===== src/rtl/rs_issue_ctrl_pkg.sv =====
// Shared definitions for the Tomasulo issue controller, the reservation
// stations and the CDB arbiter: widths, opcodes, station tags, FSM states
// and the dispatch payload layout.
package rs_issue_ctrl_pkg;

   localparam int DATA_W   = 16;
   localparam int REG_AW   = 3;
   localparam int TAG_W    = 3;
   localparam int NUM_REGS = 1 << REG_AW;
   localparam int NUM_STN  = 4;

   localparam logic [1:0] OP_ADD = 2'b00;
   localparam logic [1:0] OP_SUB = 2'b01;
   localparam logic [1:0] OP_LD  = 2'b10;
   localparam logic [1:0] OP_RSV = 2'b11;

   localparam logic [TAG_W-1:0] FREE_REGISTER      = 3'd0;
   localparam logic [TAG_W-1:0] RES_STATION_ADD1   = 3'd1;
   localparam logic [TAG_W-1:0] RES_STATION_ADD2   = 3'd2;
   localparam logic [TAG_W-1:0] RES_STATION_LOAD1  = 3'd3;
   localparam logic [TAG_W-1:0] RES_STATION_LOAD2  = 3'd4;

   localparam logic [1:0] ST_RUN     = 2'd0;
   localparam logic [1:0] ST_DRAIN   = 2'd1;
   localparam logic [1:0] ST_DRAINED = 2'd2;

   // Operand as seen by a station: a value when tag is FREE_REGISTER,
   // otherwise the tag of the station that will produce it.
   typedef struct packed {
      logic [DATA_W-1:0] val;
      logic [TAG_W-1:0]  tag;
   } operand_t;

   typedef struct packed {
      logic [1:0]        op;
      logic [DATA_W-1:0] vj;
      logic [DATA_W-1:0] vk;
      logic [TAG_W-1:0]  qj;
      logic [TAG_W-1:0]  qk;
      logic [DATA_W-1:0] a;
   } issue_pkt_t;

   // Only tags naming a real station may retire anything on the CDB.
   function automatic logic isStationTag(input logic [TAG_W-1:0] tag);
      return (tag >= RES_STATION_ADD1) && (tag <= RES_STATION_LOAD2);
   endfunction

endpackage


===== src/rtl/rs_issue_ctrl_reg_status_table.sv =====
// Register file plus register status table (Qi per register). Snoops the
// CDB to retire tags and forwards a same-cycle broadcast onto the two
// operand read ports so a newly issued instruction never misses it.
module rs_issue_ctrl_reg_status_table
   import rs_issue_ctrl_pkg::*;
(
   input  logic              clk_i,
   input  logic              rst_i,
   input  logic [REG_AW-1:0] rdAddrJ_i,
   input  logic [REG_AW-1:0] rdAddrK_i,
   output operand_t          opJ_o,
   output operand_t          opK_o,
   input  logic              cdbValid_i,
   input  logic [TAG_W-1:0]  cdbTag_i,
   input  logic [DATA_W-1:0] cdbData_i,
   input  logic              tagWe_i,
   input  logic [REG_AW-1:0] tagWaddr_i,
   input  logic [TAG_W-1:0]  tagWdata_i,
   input  logic              initWe_i,
   input  logic [REG_AW-1:0] initAddr_i,
   input  logic [DATA_W-1:0] initData_i
);

   logic [DATA_W-1:0]   rf_q [NUM_REGS];
   logic [TAG_W-1:0]    qi_q [NUM_REGS];
   logic                cdbActive;
   logic [NUM_REGS-1:0] cdbHit;

   assign cdbActive = cdbValid_i && isStationTag(cdbTag_i);

   // Reads see the pre-update table; a pending tag being broadcast right
   // now is replaced by the broadcast value.
   function automatic operand_t readOperand(input logic [REG_AW-1:0] addr);
      operand_t r;
      r.val = '0;
      r.tag = qi_q[addr];
      if (qi_q[addr] == FREE_REGISTER) begin
         r.val = rf_q[addr];
      end else if (cdbActive && (qi_q[addr] == cdbTag_i)) begin
         r.val = cdbData_i;
         r.tag = FREE_REGISTER;
      end
      return r;
   endfunction

   assign opJ_o = readOperand(rdAddrJ_i);
   assign opK_o = readOperand(rdAddrK_i);

   // Flag every register waiting on the tag currently on the CDB.
   always_comb begin
      cdbHit = '0;
      for (int r = 0; r < NUM_REGS; r++) begin
         cdbHit[r] = cdbActive && (qi_q[r] == cdbTag_i);
      end
   end

   // CDB write beats preload on the data; a new issue tag beats both on Qi.
   always_ff @(posedge clk_i) begin
      if (rst_i) begin
         for (int r = 0; r < NUM_REGS; r++) begin
            rf_q[r] <= '0;
            qi_q[r] <= FREE_REGISTER;
         end
      end else begin
         for (int r = 0; r < NUM_REGS; r++) begin
            if (cdbHit[r]) begin
               rf_q[r] <= cdbData_i;
            end else if (initWe_i && (initAddr_i == REG_AW'(r))) begin
               rf_q[r] <= initData_i;
            end
            if (tagWe_i && (tagWaddr_i == REG_AW'(r))) begin
               qi_q[r] <= tagWdata_i;
            end else if (cdbHit[r] || (initWe_i && (initAddr_i == REG_AW'(r)))) begin
               qi_q[r] <= FREE_REGISTER;
            end
         end
      end
   end

endmodule


===== src/rtl/rs_issue_ctrl.sv =====
// Tomasulo issue controller: accepts one instruction per cycle, allocates
// a free ADD or LOAD station, and emits a registered one-cycle dispatch
// carrying operand values or producer tags. Also runs the drain FSM.
module rs_issue_ctrl
   import rs_issue_ctrl_pkg::*;
(
   input  logic              clk_i,
   input  logic              rst_i,
   input  logic              instrValid_i,
   output logic              instrReady_o,
   input  logic [1:0]        instrOp_i,
   input  logic [REG_AW-1:0] instrRd_i,
   input  logic [REG_AW-1:0] instrRs_i,
   input  logic [REG_AW-1:0] instrRt_i,
   input  logic [DATA_W-1:0] instrImm_i,
   input  logic              cdbValid_i,
   input  logic [TAG_W-1:0]  qiCdb_i,
   input  logic [DATA_W-1:0] qiCdbData_i,
   input  logic              rfInitWe_i,
   input  logic [REG_AW-1:0] rfInitAddr_i,
   input  logic [DATA_W-1:0] rfInitData_i,
   input  logic              drainReq_i,
   output logic              drained_o,
   output logic              issueAdd1_o,
   output logic              issueAdd2_o,
   output logic              issueLoad1_o,
   output logic              issueLoad2_o,
   output logic [1:0]        issueOp_o,
   output logic [DATA_W-1:0] issueVj_o,
   output logic [DATA_W-1:0] issueVk_o,
   output logic [TAG_W-1:0]  issueQj_o,
   output logic [TAG_W-1:0]  issueQk_o,
   output logic [DATA_W-1:0] issueA_o,
   output logic [NUM_STN-1:0] stnBusy_o
);

   logic [1:0]         state_q, state_d;
   logic [NUM_STN-1:0] stnBusy_q, stnBusy_d;
   logic [NUM_STN-1:0] issueVec_q, issueVec_d;
   issue_pkt_t         issuePkt_q, issuePkt_d;
   logic [TAG_W-1:0]   allocTag;
   logic               isLoad, isAddClass, cdbActive, dispatch, initWeGated;
   operand_t           opJ, opK;

   assign isLoad      = (instrOp_i == OP_LD);
   assign isAddClass  = (instrOp_i == OP_ADD) || (instrOp_i == OP_SUB);
   assign cdbActive   = cdbValid_i && isStationTag(qiCdb_i);
   assign initWeGated = rfInitWe_i && (stnBusy_q == '0);

   // Pick the lowest free station of the class, using only registered busy
   // bits so a station freed by this cycle's CDB waits one cycle.
   always_comb begin
      allocTag = FREE_REGISTER;
      if (isAddClass) begin
         if (!stnBusy_q[0])      allocTag = RES_STATION_ADD1;
         else if (!stnBusy_q[1]) allocTag = RES_STATION_ADD2;
      end else if (isLoad) begin
         if (!stnBusy_q[2])      allocTag = RES_STATION_LOAD1;
         else if (!stnBusy_q[3]) allocTag = RES_STATION_LOAD2;
      end
   end

   assign instrReady_o = (state_q == ST_RUN) && ((instrOp_i == OP_RSV) || (allocTag != FREE_REGISTER));
   assign dispatch     = instrValid_i && instrReady_o && (allocTag != FREE_REGISTER);

   rs_issue_ctrl_reg_status_table u_rst (
      .clk_i      (clk_i),
      .rst_i      (rst_i),
      .rdAddrJ_i  (instrRs_i),
      .rdAddrK_i  (instrRt_i),
      .opJ_o      (opJ),
      .opK_o      (opK),
      .cdbValid_i (cdbValid_i),
      .cdbTag_i   (qiCdb_i),
      .cdbData_i  (qiCdbData_i),
      .tagWe_i    (dispatch),
      .tagWaddr_i (instrRd_i),
      .tagWdata_i (allocTag),
      .initWe_i   (initWeGated),
      .initAddr_i (rfInitAddr_i),
      .initData_i (rfInitData_i)
   );

   // Busy bits: CDB frees its station, a dispatch claims one (never the same).
   always_comb begin
      stnBusy_d = stnBusy_q;
      if (cdbActive) stnBusy_d[qiCdb_i[1:0] - 2'd1] = 1'b0;
      if (dispatch)  stnBusy_d[allocTag[1:0] - 2'd1] = 1'b1;
   end

   // Dispatch payload is zero except on the cycle after an accept.
   always_comb begin
      issueVec_d = '0;
      issuePkt_d = '0;
      if (dispatch) begin
         issueVec_d[allocTag[1:0] - 2'd1] = 1'b1;
         issuePkt_d.op = instrOp_i;
         issuePkt_d.vj = opJ.val;
         issuePkt_d.qj = opJ.tag;
         if (isLoad) begin
            issuePkt_d.a = instrImm_i;
         end else begin
            issuePkt_d.vk = opK.val;
            issuePkt_d.qk = opK.tag;
         end
      end
   end

   // Drain FSM: stop accepting, then report once every station is idle.
   always_comb begin
      state_d = state_q;
      case (state_q)
         ST_RUN:     if (drainReq_i) state_d = ST_DRAIN;
         ST_DRAIN:   if (!drainReq_i) state_d = ST_RUN;
                     else if (stnBusy_q == '0) state_d = ST_DRAINED;
         ST_DRAINED: if (!drainReq_i) state_d = ST_RUN;
         default:    state_d = ST_RUN;
      endcase
   end

   // State registers; reset wins over anything happening in the same cycle.
   always_ff @(posedge clk_i) begin
      if (rst_i) begin
         state_q    <= ST_RUN;
         stnBusy_q  <= '0;
         issueVec_q <= '0;
         issuePkt_q <= '0;
      end else begin
         state_q    <= state_d;
         stnBusy_q  <= stnBusy_d;
         issueVec_q <= issueVec_d;
         issuePkt_q <= issuePkt_d;
      end
   end

   assign {issueLoad2_o, issueLoad1_o, issueAdd2_o, issueAdd1_o} = issueVec_q;
   assign issueOp_o = issuePkt_q.op;
   assign issueVj_o = issuePkt_q.vj;
   assign issueVk_o = issuePkt_q.vk;
   assign issueQj_o = issuePkt_q.qj;
   assign issueQk_o = issuePkt_q.qk;
   assign issueA_o  = issuePkt_q.a;
   assign stnBusy_o = stnBusy_q;
   assign drained_o = (state_q == ST_DRAINED);

endmodule


===== config.mk =====
export PLATFORM = sky130hd
export DESIGN_NAME = rs_issue_ctrl
export DESIGN_NICKNAME = d
export VERILOG_FILES = /design/src/rtl/rs_issue_ctrl_pkg.sv /design/src/rtl/rs_issue_ctrl_reg_status_table.sv /design/src/rtl/rs_issue_ctrl.sv
export SDC_FILE = /design/constraint.sdc
export NUM_CORES = 1
export LEC_CHECK = 0
export ABC_AREA = 1
export CAP_MARGIN = 20
export CORE_ASPECT_RATIO = 0.9
export CORE_UTILIZATION = 40
export CTS_BUF_LIST = sky130_fd_sc_hd__clkbuf_2
export DETAILED_ROUTE_END_ITERATION = 8
export MAX_ROUTING_LAYER = met4
export PLACE_DENSITY = 0.58
export SLEW_MARGIN = 20
export SYNTH_ARGS = -nofsm -noshare
export SYNTH_HDL_FRONTEND = slang
export SYNTH_HIERARCHICAL = 1
export SYNTH_SLANG_ARGS = --single-unit

===== constraint.sdc =====
create_clock -name clk_i -period 8 [get_ports clk_i]
set_input_delay 2.4 -clock clk_i [delete_from_list [all_inputs] [get_ports clk_i]]
set_output_delay 2.4 -clock clk_i [all_outputs]
set_load 0.1 [all_outputs]

Word-level counts from Yosys, hierarchy flattened. Memories as Yosys holds them, arrays and structs flattened. Index checks and enable logic that the tools add are counted.

Add/sub/neg operators: 2. $lt $le $gt $ge: 6. Eq/ne operators: 32. Multiplexer cells: 169. Bitwise logic cells: 37. Reductions and logical operators: 56.

Operators with widths (count): $mux 16 (18); $mux 1 (116); $mux 3 (22); $mux 19 (2); $logic_and 1x1->1 (34); $or 1x1->1 (32); $eq 3x3->1 (10); $eq 3x3->1 const B (8); $eq 3x2->1 const B (4); $logic_not 3->1 (4); $mux 2 (6); $logic_or 1x1->1 (10); $mux 4 (2); $eq 2x2->1 const B (3); $eq 3x1->1 const B (2); $lt 2x3->1 const B (2); $pmux 2 s3 (1); $reduce_or 3->1 (2); $and 4x4->4 (1); $demux 1 s2 (2); $eq 2x1->1 const B (2); $ge 2x1->1 const B (2); $logic_not 2->1 (2); $logic_not 4->1 (1); other kinds (11) (14).

Register bits: 66. Memory bits (writable): 152. Input port bits: 71. Memories kept: 2.

Memories: u_rst.rf_q (depth 8, width 16, rd ports 2, clocked after Yosys merged registers in 0, write ports 8, RTL line rs_issue_ctrl_reg_status_table.sv:24) `logic [DATA_W-1:0] rf_q [NUM_REGS];`; u_rst.qi_q (depth 8, width 3, rd ports 10, clocked after Yosys merged registers in 0, write ports 8, RTL line rs_issue_ctrl_reg_status_table.sv:25) `logic [TAG_W-1:0] qi_q [NUM_REGS];`.

Longest topological paths before layout. Gate-level depths: netlist of run 1.

Depth in word-level cells: 15. Depth in mapped cells: 15. Depth with buffers taken out: 12.

Cells and area by module. Netlist of run 1, hierarchy kept.

By module, submodules not included: rs_issue_ctrl_reg_status_table (instances 1, cells each 1521, area each 11134.4 um2, seq. area each 4564.4 um2); rs_issue_ctrl (instances 1, cells each 253, area each 2134.5 um2, seq. area each 1321.3 um2).

Worst setup path after synthesis of run 1. OpenSTA, ideal clock, no wires.

Kind: input to output. Start: in instrOp_i[1]. End: out instrReady_o. Arrival time: 4.126 ns. Required time: 5.600 ns. Slack: 1.474 ns. Stages on the path: 5. Path buffers: 0. Path through: inv_2 > nand3_1 > nand4_4 > a21oi_1 > nor2_1.

Word-level cells in the longest chain between the ends: 6. Elaborated cells between the ends (all ways): 10. Those cells by class: 3 x eq/ne; 2 x mux; 5 x reduce/logical.

RTL lines: start, declared (RTL line rs_issue_ctrl.sv:11) `input logic [1:0] instrOp_i,`; $eq 2x2->1 (tied with other cells) (RTL line rs_issue_ctrl.sv:45) `assign isLoad = (instrOp_i == OP_LD);`; $mux 3 or $logic_or 1x1->1 (tied branches) (RTL line rs_issue_ctrl.sv:57, rs_issue_ctrl.sv:46); $mux 3 (RTL line rs_issue_ctrl.sv:54) `if (isAddClass) begin`; $reduce_bool 3->1 (RTL line rs_issue_ctrl.sv:63) `assign instrReady_o = (state_q == ST_RUN) && ((instrOp_i == OP_RSV) || (allocTag != FREE_REGISTER));`; $logic_or 1x1->1 (*) (RTL line rs_issue_ctrl.sv:63); $logic_and 1x1->1 (*) (RTL line rs_issue_ctrl.sv:63); end, declared (RTL line rs_issue_ctrl.sv:10) `output logic instrReady_o,`.

Mark *: on every way between the ends. The rest lies on a longest branch, timed or not.

Worst setup path after layout of run 1. Ends and elaborated chain as after synthesis.

==> results of run 1 <==
## layer usage
metal  wire (um)  vias up  global-route usage [%]
met5           0        -                       -
met3        5300       77                    5.35
li1            -     6080                       -
met1       20300     6037                    39.3
met2       19600      747                    39.8
met4        1060        0                    9.06
## logic make-up after synthesis
group                     Yosys count  synth area share [%]
AOI/OAI and AO/OA                 389                  15.7
xor gates and xnor gates           17                  1.12
buffers and inverters             316                  10.4
DFF                               218                  44.4
and+or+nand+nor                   834                  28.5
## layout by cell type, fill, tap and decap left out, types with 6 or more instances in the layout
master and n:
sky130_fd_sc_hd__clkinv_2 10, sky130_fd_sc_hd__o21ai_1 15, sky130_fd_sc_hd__buf_4 19, sky130_fd_sc_hd__edfxtp_1 152
sky130_fd_sc_hd__nand3_1 144, sky130_fd_sc_hd__nor3_1 23, sky130_fd_sc_hd__nor3_2 9, sky130_fd_sc_hd__o21ai_0 204
sky130_fd_sc_hd__xnor2_1 10, sky130_fd_sc_hd__nand3_4 10, sky130_fd_sc_hd__clkinv_1 22, sky130_fd_sc_hd__xor2_1 7
sky130_fd_sc_hd__clkbuf_2 79, sky130_fd_sc_hd__a21oi_1 129, sky130_fd_sc_hd__o211ai_1 33, sky130_fd_sc_hd__nand2_1 308
sky130_fd_sc_hd__nor2_2 6, sky130_fd_sc_hd__inv_1 181, sky130_fd_sc_hd__nor2_1 298, sky130_fd_sc_hd__nand4_1 7
sky130_fd_sc_hd__clkdlybuf4s50_1 131, sky130_fd_sc_hd__inv_2 6, sky130_fd_sc_hd__dfxtp_1 66
## power by group
group	total [W]	switching, W	internal, W	leakage (nW)
sequential	0.00130	0.0000274	0.00127	2.11
combinational	0.000529	0.000387	0.000142	3.79
clock	0.000852	0.000509	0.000344	0.431
## layout make-up
type	instances	area share (%)
sequential	218	38.7
tap	416	3.42
antenna	2	0.0329
timing repair buffer	154	9.70
clock buffer	79	2.60
clock inverter	33	1.24
inverter	191	4.78
multi-input combinational	1240	39.5
## metrics by stage
step	worst slack, ps	util (%)	hold WS, ps
6_report	1730	47.1	496
5_1_grt	1620	47.1	527
2_1_floorplan	1470	-	502
3_3_place_gp	1740	45.3	475
3_5_place_dp	1720	45.3	482
4_1_cts	1710	47.1	497
## path summary, 6_finish.rpt
path	startpoint	to	slack, ps	cells after the start
max	instrOp_i[1]	instrReady_o	1730	7
max reg2reg	stnBusy_o[1]	u_rst/qi_q[4][0]	4920	8
min	stnBusy_o[2]	stnBusy_o[2]	500	2
min reg2reg	stnBusy_o[2]	stnBusy_o[2]	500	2
## worst reg2reg max path, cell delays in order, from the launching register on
cell	delay, ps
sky130_fd_sc_hd__dfxtp_1	360
sky130_fd_sc_hd__nor2_1	110
sky130_fd_sc_hd__nand3_1	110
sky130_fd_sc_hd__nor2_1	150
sky130_fd_sc_hd__nand2_1	200
sky130_fd_sc_hd__nor2_2	630
sky130_fd_sc_hd__inv_1	170
sky130_fd_sc_hd__nand3_1	750
sky130_fd_sc_hd__or2_2	290
## sequential cells by signal, indices dropped and copies added (netlist names)
register / count
issueQk_o: 3
stnBusy_o: 4
issueVec_q: 4
u_rst/rf_q: 128
state_q: 2
issueQj_o: 3
issueOp_o: 2
issueVk_o: 16
issueVj_o: 16
u_rst/qi_q: 24
issueA_o: 16
==> impl_results.rst, run 1 <==
.. list-table::
   :header-rows: 1

   * - Metric
     - Value
   * - Total standard cell area after synthesis
     - about 13000 um^2
   * - Maximum root-to-sink buffer count
     - 3
   * - Sum of net half-perimeters after detailed placement
     - between 30000 and 40000 um
   * - Buffers and inverters on the worst path
     - 3
   * - Std-Cell Rows
     - 62
   * - First drt pass iteration count
     - 6
   * - Largest delay contributor family on the critical path
     - buffers and inverters
   * - Static leakage
     - ~6.3 nW
   * - Worst-Skew Late Latency
     - around 930 ps
   * - Final estimated routing congestion in global placement
     - around 0.95
   * - Height of the die
     - roughly 170 um
   * - Combined area of the multi-input logic cells
     - roughly 6000 um^2
   * - Kind of critical path
     - in2out
   * - Core ar.
     - ~32000 um^2
   * - Asr flop ratio synth
     - 0%
   * - Relative slew slack
     - between 20% and 30%
   * - Element type at the critical path start
     - input pin
   * - Cell types with the largest area share after synthesis
     - sky130_fd_sc_hd__edfxtp_1, sky130_fd_sc_hd__dfxtp_1, sky130_fd_sc_hd__nand2_1, sky130_fd_sc_hd__nor2_1, sky130_fd_sc_hd__o21ai_0
   * - Avg Vias per Cell
     - roughly 5.5
   * - Clock Tree Root
     - sky130_fd_sc_hd__clkbuf_2
   * - Iter 0 DRT Violations
     - 1578
   * - Final slew viol count
     - 0
   * - Clk_skew
     - 38.3 ps
   * - Result of the run
     - finished clean
   * - Summed area of non-filler cells in the final layout
     - between 15000 and 20000 um^2
   * - Predominant post-synthesis flop cell
     - sky130_fd_sc_hd__edfxtp_1
   * - Buffers on Ports
     - ~140
   * - Clock tree sinks
     - ~220
   * - Sequential element share of the synthesized area
     - between 40% and 50%
   * - # Max-Cap Violations
     - 0
   * - Layout cells sized above 1
     - between 9 and 10%
   * - Initial Util
     - between 40% and 50%
   * - Clock period minus worst slack
     - approximately 6300 ps
   * - Clock tree from TritonCTS
     - done
   * - Peak supply drop
     - about 0.12 mV
   * - Critical path's largest stage delay
     - around 580 ps
   * - Fill cell total of the finished layout
     - roughly 3300
   * - Required time of the critical path
     - 5600 ps
   * - FF+latch area
     - about 5900 um^2
   * - PostCTS Resize Cnt
     - 0
   * - Top cells by instance count after synthesis
     - sky130_fd_sc_hd__nand2_1, sky130_fd_sc_hd__nor2_1, sky130_fd_sc_hd__o21ai_0, sky130_fd_sc_hd__inv_1, sky130_fd_sc_hd__edfxtp_1
   * - Cell Area, Placed
     - between 10000 and 15000 um^2
   * - Total Negative Setup Slacks
     - 0 ps
   * - Number of antenna violations at the first check in global routing
     - 1
   * - Number of global-route vias before repair
     - 11600
   * - Global-route wire length before repair
     - about 70000 um
   * - Detail Route Antenna Nets
     - 0
   * - Total GRT Usage
     - roughly 28%
   * - Peak fanout along the critical path
     - 8
   * - Full die area
     - around 34000 um^2
   * - Setup violation total in the final timing report
     - 0
   * - Post-CTS Setup Bufs
     - 0
   * - Ports
     - ~140
   * - Slowest stage cell on the critical path
     - sky130_fd_sc_hd__clkdlybuf4s50_1
   * - CTS hold repair buffers
     - 0
   * - Largest net degree at the start of global routing
     - around 80
   * - Final worst path period share
     - about four fifths
   * - Total via count in the routed design
     - between 10000 and 15000
   * - Post-synthesis to final-layout area growth
     - 14.5%
   * - Critical path capture point type
     - output port
   * - Highest Clock Rate
     - 0.159 GHz
   * - Number of enable flip-flop cells after synthesis
     - around 150
   * - Setup repair after global routing missed its margin
     - no
   * - Total detailed-routing wirelength
     - about 46000 um
   * - Clock-pin transition on the worst setup and hold timing paths
     - approximately 90 ps
   * - Library cell occupying the most area in the post-synthesis netlist
     - sky130_fd_sc_hd__edfxtp_1
   * - Post-layout instance count excluding filler cells
     - ~2300
   * - Power Total
     - 0.00268 W
   * - Crit-path cells
     - clkdlybuf4s50_1, inv_2, nand3_1, nand4_4, a21oi_1, nor2_1, buf_4
   * - Path class of the lowest-slack min-delay path
     - reg2reg
   * - Wirelength per Cell
     - about 20 um
   * - Final hold vios
     - 0
   * - Remaining global-route overflow
     - 0
   * - Power density over cell area
     - between 150 and 200 nW/um^2
   * - Residual DRC
     - 0
   * - Fraction of post-synthesis cell area in the top cell type by area
     - about 34%
   * - Post-Synthesis Cells
     - ~1800
   * - H-Tree Level Count
     - 2
   * - Warnings, synthesis
     - 6
   * - Pin slew with the least headroom to its limit
     - about 1100 ps
   * - Number of buffers added by the clock tree synthesis step
     - 59
   * - Average cell area after synthesis
     - between 7 and 8 um^2
   * - Post-placement cell count
     - approximately 2200
   * - Post-synth net total
     - between 1500 and 2000
   * - Chip Width
     - 194 um
   * - Final net count
     - ~1900
   * - Critical path arrival
     - slightly below 4000 ps
   * - Unique masters post-synth
     - between 40 and 50
   * - Number of synthesized register bits
     - around 220
   * - Leading cell type by number of instances after synthesis
     - sky130_fd_sc_hd__nand2_1
No activity file was read; power rests on OpenSTA's default activity.
==> run 2, diff against run 1 <==
Settings changed: PLACE_DENSITY 0.58 to 0.6.
Clock period 8 ns to 5.52 ns, I/O delays scaled along.
==> impl_results.rst, run 2 (same netlist as run 1, synthesis figures left out) <==
.. list-table::
   :header-rows: 1

   * - Metric
     - Value
   * - Clock tree sinks
     - 218
   * - Clock-pin transition on the worst setup and hold timing paths
     - roughly 90 ps
   * - Ports
     - around 140
   * - Most common cell after layout, fill and taps aside
     - sky130_fd_sc_hd__nand2_1
   * - Post-placement cell count
     - 2234
   * - Worst hold slack across all endpoints
     - roughly 490 ps
   * - Peak fanout along the critical path
     - 8
   * - Total Negative Setup Slacks
     - 0 ps
   * - Element type at the critical path start
     - input pin
   * - Result of the run
     - finished clean
   * - Sum of net half-perimeters after detailed placement
     - between 30000 and 40000 um
   * - Hold path startpoint
     - stnBusy_o[2]
   * - Full die area
     - between 30000 and 40000 um^2
   * - Cells on worst reg2reg path
     - 9
   * - Detail Route Antenna Nets
     - 0
   * - Number of global-route vias before repair
     - 12000
   * - Clock period minus worst slack
     - 4790 ps
   * - Clock tree from TritonCTS
     - done
   * - Avg Vias per Cell
     - ~5.5
   * - Post-synthesis to final-layout area growth
     - 15.8%
   * - Layout cells sized above 1
     - approximately 10%
   * - Worst-Skew Late Latency
     - around 1000 ps
   * - Largest net degree at the start of global routing
     - 63
   * - Final hold vios
     - 0
   * - Final estimated routing congestion in global placement
     - slightly above 0.9
   * - Initial Util
     - 41.1%
   * - Remaining global-route overflow
     - 0
   * - Iter 0 DRT Violations
     - 1571
   * - Top library cells by usage in the layout, fill and taps aside
     - sky130_fd_sc_hd__nand2_1, sky130_fd_sc_hd__nor2_1, sky130_fd_sc_hd__o21ai_0, sky130_fd_sc_hd__inv_1, sky130_fd_sc_hd__edfxtp_1
   * - Biggest regs
     - u_rst/rf_q (128), u_rst/qi_q (24)
   * - Number of buffers added by the clock tree synthesis step
     - 61
   * - Total via count in the routed design
     - ~13000
   * - Core ar.
     - roughly 32000 um^2
   * - Final worst path period share
     - between 80% and 90%
   * - Wirelength per Cell
     - roughly 20 um
   * - Reg-to-reg critical path startpoint
     - stnBusy_o[1]
   * - FF+latch area
     - about 6000 um^2
   * - First drt pass iteration count
     - 6
   * - Post-CTS Setup Bufs
     - 0
   * - Kind of critical path
     - in2out
   * - Worst Hold Depth
     - 2
   * - Final net count
     - between 1500 and 2000
   * - Highest Clock Rate
     - 0.209 GHz
   * - Combined area of the multi-input logic cells
     - between 6000 and 7000 um^2
   * - Std-Cell Rows
     - 62
   * - Peak supply drop
     - around 0.17 mV
   * - Chip Width
     - 194 um
   * - Relative slew slack
     - 30.4%
   * - Clk_skew
     - 79.4 ps
   * - Pin slew with the least headroom to its limit
     - around 1000 ps
   * - Post-layout instance count excluding filler cells
     - 2351
   * - Setup violation total in the final timing report
     - 0
   * - Critical path arrival
     - 3130 ps
   * - Number of antenna violations at the first check in global routing
     - 1
   * - Minimum setup slack among reg-to-reg paths
     - between 2000 and 3000 ps
   * - Height of the die
     - around 170 um
   * - Setup repair after global routing missed its margin
     - no
   * - Path class of the lowest-slack min-delay path
     - reg2reg
   * - Fill cell total of the finished layout
     - roughly 3300
   * - Register bank with the most flops
     - u_rst/rf_q
   * - Final slew viol count
     - 0
   * - Residual DRC
     - 0
   * - Total GRT Usage
     - roughly 28%
   * - Maximum root-to-sink buffer count
     - 3
   * - H-Tree Level Count
     - 2
   * - Required time of the critical path
     - roughly 3900 ps
   * - Capturing point of the worst reg2reg path
     - u_rst/rf_q[7][0]
   * - Static leakage
     - roughly 6.4 nW
   * - PostCTS Resize Cnt
     - 0
   * - Number of flip-flops in the largest register
     - roughly 130
   * - Clock Tree Root
     - sky130_fd_sc_hd__clkbuf_2
   * - Buffers on Ports
     - about 140
   * - Global-route wire length before repair
     - roughly 71000 um
   * - Critical path capture point type
     - output port
   * - Total detailed-routing wirelength
     - roughly 47000 um
   * - CTS hold repair buffers
     - 0
   * - Hold endpoint
     - stnBusy_o[2]
   * - Power density over cell area
     - around 260 nW/um^2
   * - # Max-Cap Violations
     - 0
run 2: metrics by stage:
step,util [%],setup slack [ps],total power (W),instance area [um^2]
finish,47.6,734,0.00400,15400
global route,47.6,643,0.00419,15400
CTS,47.6,731,0.00402,15400
detailed placement,45.7,748,0.00269,14700
global placement,45.7,750,0.00268,14700
floorplan,-,482,0.00242,13300
run 2: how the worst max path moves through the flow:
stage,from,end,slack [ps],depth (start not counted)
floorplan,instrOp_i[1],instrReady_o,480,5
global placement,instrOp_i[1],instrReady_o,750,8
detailed placement,instrOp_i[1],instrReady_o,750,8
CTS,instrOp_i[1],instrReady_o,730,8
global route,instrOp_i[1],instrReady_o,640,8
finish,instrOp_i[1],instrReady_o,730,8
run 2: per-layer routing:
layer / track usage (%) / vias up / share of wire (%)
met5: - / - / 0
met4: 10.8 / 0 / 3.1
met3: 7.39 / 111 / 12
met2: 40.8 / 766 / 42
met1: 38.2 / 5923 / 43
li1: - / 6114 / -
run 2: critical path: stages:
cell,delay (ps)
sky130_fd_sc_hd__clkdlybuf4s50_1,580
sky130_fd_sc_hd__inv_2,80
sky130_fd_sc_hd__nor2_2,110
sky130_fd_sc_hd__nand2_1,110
sky130_fd_sc_hd__nand4_4,140
sky130_fd_sc_hd__a21oi_1,60
sky130_fd_sc_hd__nor2_1,180
sky130_fd_sc_hd__buf_12,200
run 2: cell type report:
class,instances,area share [%]
diodes,1,0.0163
clock buffers,91,2.96
clock inverters,25,1.14
inverters,191,4.73
multi-input cells,1240,39.1
flip-flops and latches,218,38.3
well taps,416,3.39
repair buffers,169,10.4
run 2: report_power, final:
| part | switching (W) | total [W] | internal, W |
|---|---|---|---|
| clock | 0.000744 | 0.00133 | 0.000587 |
| combinational | 0.000571 | 0.000789 | 0.000218 |
| sequential | 0.0000397 | 0.00188 | 0.00184 |
==> patch 1 (settings of run 2) <==
Set the package constant `TAG_W` to 5 (it was 3).
--- a/src/rtl/rs_issue_ctrl_pkg.sv
+++ b/src/rtl/rs_issue_ctrl_pkg.sv
@@ -6,5 +6,5 @@
    localparam int DATA_W   = 16;
    localparam int REG_AW   = 3;
-   localparam int TAG_W    = 3;
+   localparam int TAG_W    = 5;
    localparam int NUM_REGS = 1 << REG_AW;
    localparam int NUM_STN  = 4;
Interface: changed (resized issueQj_o, issueQk_o and qiCdb_i); port bits go from 137 to 143. The function was not compared with the original's and may differ.
==> patch 1 against run 2 <==
- the run now ends with design-rule violations left
- final area rose by 12%
- critical endpoint unchanged
- largest cell class unchanged
- clock skew down 0.0030 ns
- count of clock-buffer cells in the layout down 2
- area after synthesis grew 13%
- sequential cell count up 20
- worst setup slack worse by 0.019 ns
- worst hold slack gained 0.036 ns
- wire length is 7.6% higher
- power grew 2.1%
==> patch 1: results <==
set metrics [dict create \
    h-tree-depth 3 \
    peakVddDrop_v 0.0000942 \
    worst_slew_pin_slew_ns 1.01 \
    yosys-top-cells-count "nand2_1 (404), nor2_1 (267), inv_1 (261)" \
    gp_congestion 0.907 \
    track_usage_pct 27.4 \
    drc 31 \
    synth_edf_count 168 \
    drive_gt1_share_pct 9.76 \
    violations "design-rule violations" \
    seq_area_sq_mm 0.00645 \
    cts_sinks 238 \
    p_leak_nw 7.45 \
    portBuffers 142 \
    status "finished, violations left" \
    seq_area_frac_synth_pct 42.9 \
    ys_types 40 \
    nFillCells 3673 \
    top_regs "u_rst/rf_q x128, u_rst/qi_q x40" \
    first_pass_iters 8 \
    reg2reg_depth 8 \
    dpl.hpwl_mm 37.1 \
    buffers 184 \
    via_count 14700 \
    finalNetCount 2260 \
    synthTopCellsByArea "edfxtp_1 (34%), nand2_1 (10%), dfxtp_1 (9.3%)" \
    drt_iter0_markers 1929 \
    clock-skew-final_ns 0.0764 \
    grt_pass1_vias 13500 \
    clk_latency_ns 0.92 \
]
## patch 1: cell types whose count changed after synthesis, moves of 13 or more
cell      delta
nand4_1     +46
inv_1       +80
o211ai_1    -27
nor2_1      -31
o21ai_0     -13
nand3_1    +102
nand2_1     +96
edfxtp_1    +16
nor3_1      -19
## patch 1: per-stage QoR
step / cell area, sq um / utilization [%] / total power (W) / instances / setup WS, ns
after floorplan: 15000 / - / 0.00261 / 2057 / 0.488
after global placement: 16700 / 45.5 / 0.00288 / 2595 / 0.753
after detailed placement: 16700 / 45.5 / 0.00289 / 2595 / 0.714
after CTS: 17200 / 47.0 / 0.00409 / 2710 / 0.710
after global routing: 17200 / 47.0 / 0.00428 / 2711 / 0.625
final: 17200 / 47.0 / 0.00408 / 2711 / 0.715
## patch 1: power by group
group          switching, W  total, W  internal, W
clock network      0.000773   0.00121     0.000439
registers         0.0000436   0.00204      0.00199
logic              0.000600  0.000832     0.000233
total               0.00142   0.00408      0.00267
## patch 1: cells by family after synthesis
family	Yosys count	share of synthesized area, %
AO/OA/AOI/OAI	356	12.2
flip-flops	238	42.9
AND/OR/NAND/NOR	1031	31.0
buffers and inverters	394	11.7
other	1	0.0249
XOR/XNOR	36	2.10
## patch 1: path summary, 6_finish.rpt
kind | start | slack [ns] | end
max | instrOp_i[1] | 0.72 | instrReady_o
min | stnBusy_o[3] | 0.52 | stnBusy_o[3]
max reg2reg | stnBusy_o[0] | 2.79 | u_rst/rf_q[4][9]
min reg2reg | stnBusy_o[3] | 0.52 | stnBusy_o[3]
## patch 1: layer usage
layer	global-route usage, %	routed length [microns]	vias to the layer above
li1	-	-	7027
met1	37.7	22400	6695
met2	40.1	21700	856
met3	5.50	5750	97
met4	9.09	1080	0
met5	-	0	-
==> patch 2 (settings of run 2) <==
Without the edit above. Reset style: asynchronous (`rst_i`), changed in 2 clocked blocks.
--- a/src/rtl/rs_issue_ctrl_reg_status_table.sv
+++ b/src/rtl/rs_issue_ctrl_reg_status_table.sv
@@ -56,5 +56,5 @@
 
    // CDB write beats preload on the data; a new issue tag beats both on Qi.
-   always_ff @(posedge clk_i) begin
+   always_ff @(posedge clk_i or posedge rst_i) begin
       if (rst_i) begin
          for (int r = 0; r < NUM_REGS; r++) begin
--- a/src/rtl/rs_issue_ctrl.sv
+++ b/src/rtl/rs_issue_ctrl.sv
@@ -120,5 +120,5 @@
 
    // State registers; reset wins over anything happening in the same cycle.
-   always_ff @(posedge clk_i) begin
+   always_ff @(posedge clk_i or posedge rst_i) begin
       if (rst_i) begin
          state_q    <= ST_RUN;
Behaviour: differs if rst_i is asserted again (counterexample within 4 cycles, from zero or initial values and one cycle with rst_i high); with rst_i held inactive, the same outputs for 4 cycles.
==> patch 2 against run 2 <==
- worst setup slack gained 0.056 ns
- sequential cell count is the same
- wire length shrank 5.0%
- critical path depth grew 1
- worst hold slack gained 0.031 ns
- final area shrank 0.83%
- global-route usage shrank 1.3 points
- via count grew 4.1%
- area after synthesis grew 0.23%
- cell count grew 2.2%
- clock skew shrank 0.027 ns
- core utilization shrank 0.51 points
- critical endpoint unchanged
- largest cell class unchanged
Power is not compared: it rests on default switching activity, and its combinational part moved more than twofold at a synthesized area within 25%.
==> patch 2: results <==
set metrics [dict create \
    arrival_ns 3.07 \
    reg2reg_depth 13 \
    drt_wl_total_mm 44.9 \
    grt_antenna_before_repair 2 \
    place_ws_ns 0.789 \
    grt_pass1_vias 12300 \
    h-tree-depth 2 \
    dp.cells 2301 \
    drive_gt1_share_pct 9.62 \
    rr_startpoint "stnBusy_o[3]" \
    synth_compound_area_share_pct 16.7 \
    synthTopCellsByArea "dfrtp_1 (41%), nand3_1 (14%), nand2_1 (9.1%)" \
    synthFlopType "dfrtp_1" \
    max_stage_delay_ns 0.62 \
    status "finished clean" \
    cp_max_fo 4 \
    ys_async_sr_fraction_pct 100 \
    finalNetCount 2018 \
    gp_congestion 0.950 \
    yosys-top-cells-count "nand3_1 (366), nand2_1 (322), dfrtp_1 (218), o21ai_0 (218), inv_1 (174)" \
    synth_cells 1860 \
    placed_cell_area_sq_mm 0.0147 \
    grt_pass1_wl_mm 71.1 \
    fin_cells 2403 \
    grt_max_degree 109 \
    synth-xor-area-share_pct 1.05 \
    cts_buffers 60 \
    worst_slew_pin_slew_ns 1.03 \
    clock-skew-final_ns 0.0525 \
    r2r_slack_ns 2.62 \
    clk_latency_ns 0.90 \
    whs_endpoint "u_rst/qi_q[15]" \
    drt_iter0_markers 1668 \
    ys_types 32 \
    r2r_end "u_rst/qi_q[13]" \
]
patch 2: worst max-delay path by stage:
stage          slack, ns      endpoint    startpoint
3_3_place_gp        0.82  instrReady_o  instrOp_i[1]
4_1_cts             0.79  instrReady_o  instrOp_i[1]
6_report            0.79  instrReady_o  instrOp_i[0]
3_5_place_dp        0.79  instrReady_o  instrOp_i[1]
2_1_floorplan       1.08  instrReady_o  instrOp_i[1]
5_1_grt             0.68  instrReady_o  instrOp_i[1]
patch 2: cell type report:
type | count | area (sq um)
antenna | 2 | 5.00
clock buffer | 82 | 410
clock inverter | 18 | 97.6
fill | 3267 | 17100
inverter | 193 | 728
multi-input combinational | 1304 | 6400
sequential | 218 | 5460
tap | 416 | 520
timing repair buffer | 170 | 1620
patch 2: cells by family after synthesis:
logic type | count (synthesis)
and+or+nand+nor | 871
AOI/OAI and AO/OA | 417
buffers and inverters | 338
DFF | 218
xor gates and xnor gates | 16
patch 2: stage by stage:
stage / util (%) / hold slack (ns)
after floorplan: - / 0.474
after global placement: 45.5 / 0.496
after detailed placement: 45.5 / 0.496
after CTS: 47.1 / 0.520
after global routing: 47.1 / 0.558
final: 47.1 / 0.518
patch 2: per-layer routing:
layer / wire length [microns] / share of wire, % / global-route usage [%]
met1: 20500 / 46 / 40.1
met2: 18700 / 42 / 37.0
met3: 4730 / 11 / 5.25
met4: 916 / 2.0 / 8.30
met5: 0 / 0 / -
patch 2: power breakdown:
part / switching, W / internal (W) / leakage (nW)
clock network: 0.000693 / 0.000446 / 0.391
registers: 0.000323 / 0.00213 / 2.82
logic: 0.00154 / 0.000728 / 3.69
total: 0.00255 / 0.00330 / 6.90
patch 2: tightest hold or removal path, delay by kind of cell, from the launching register on:
kind / cells / cell delay (ns)
and+or+nand+nor: 1 / 0.05
AOI/OAI and AO/OA: 1 / 0.06
DFF: 1 / 0.37
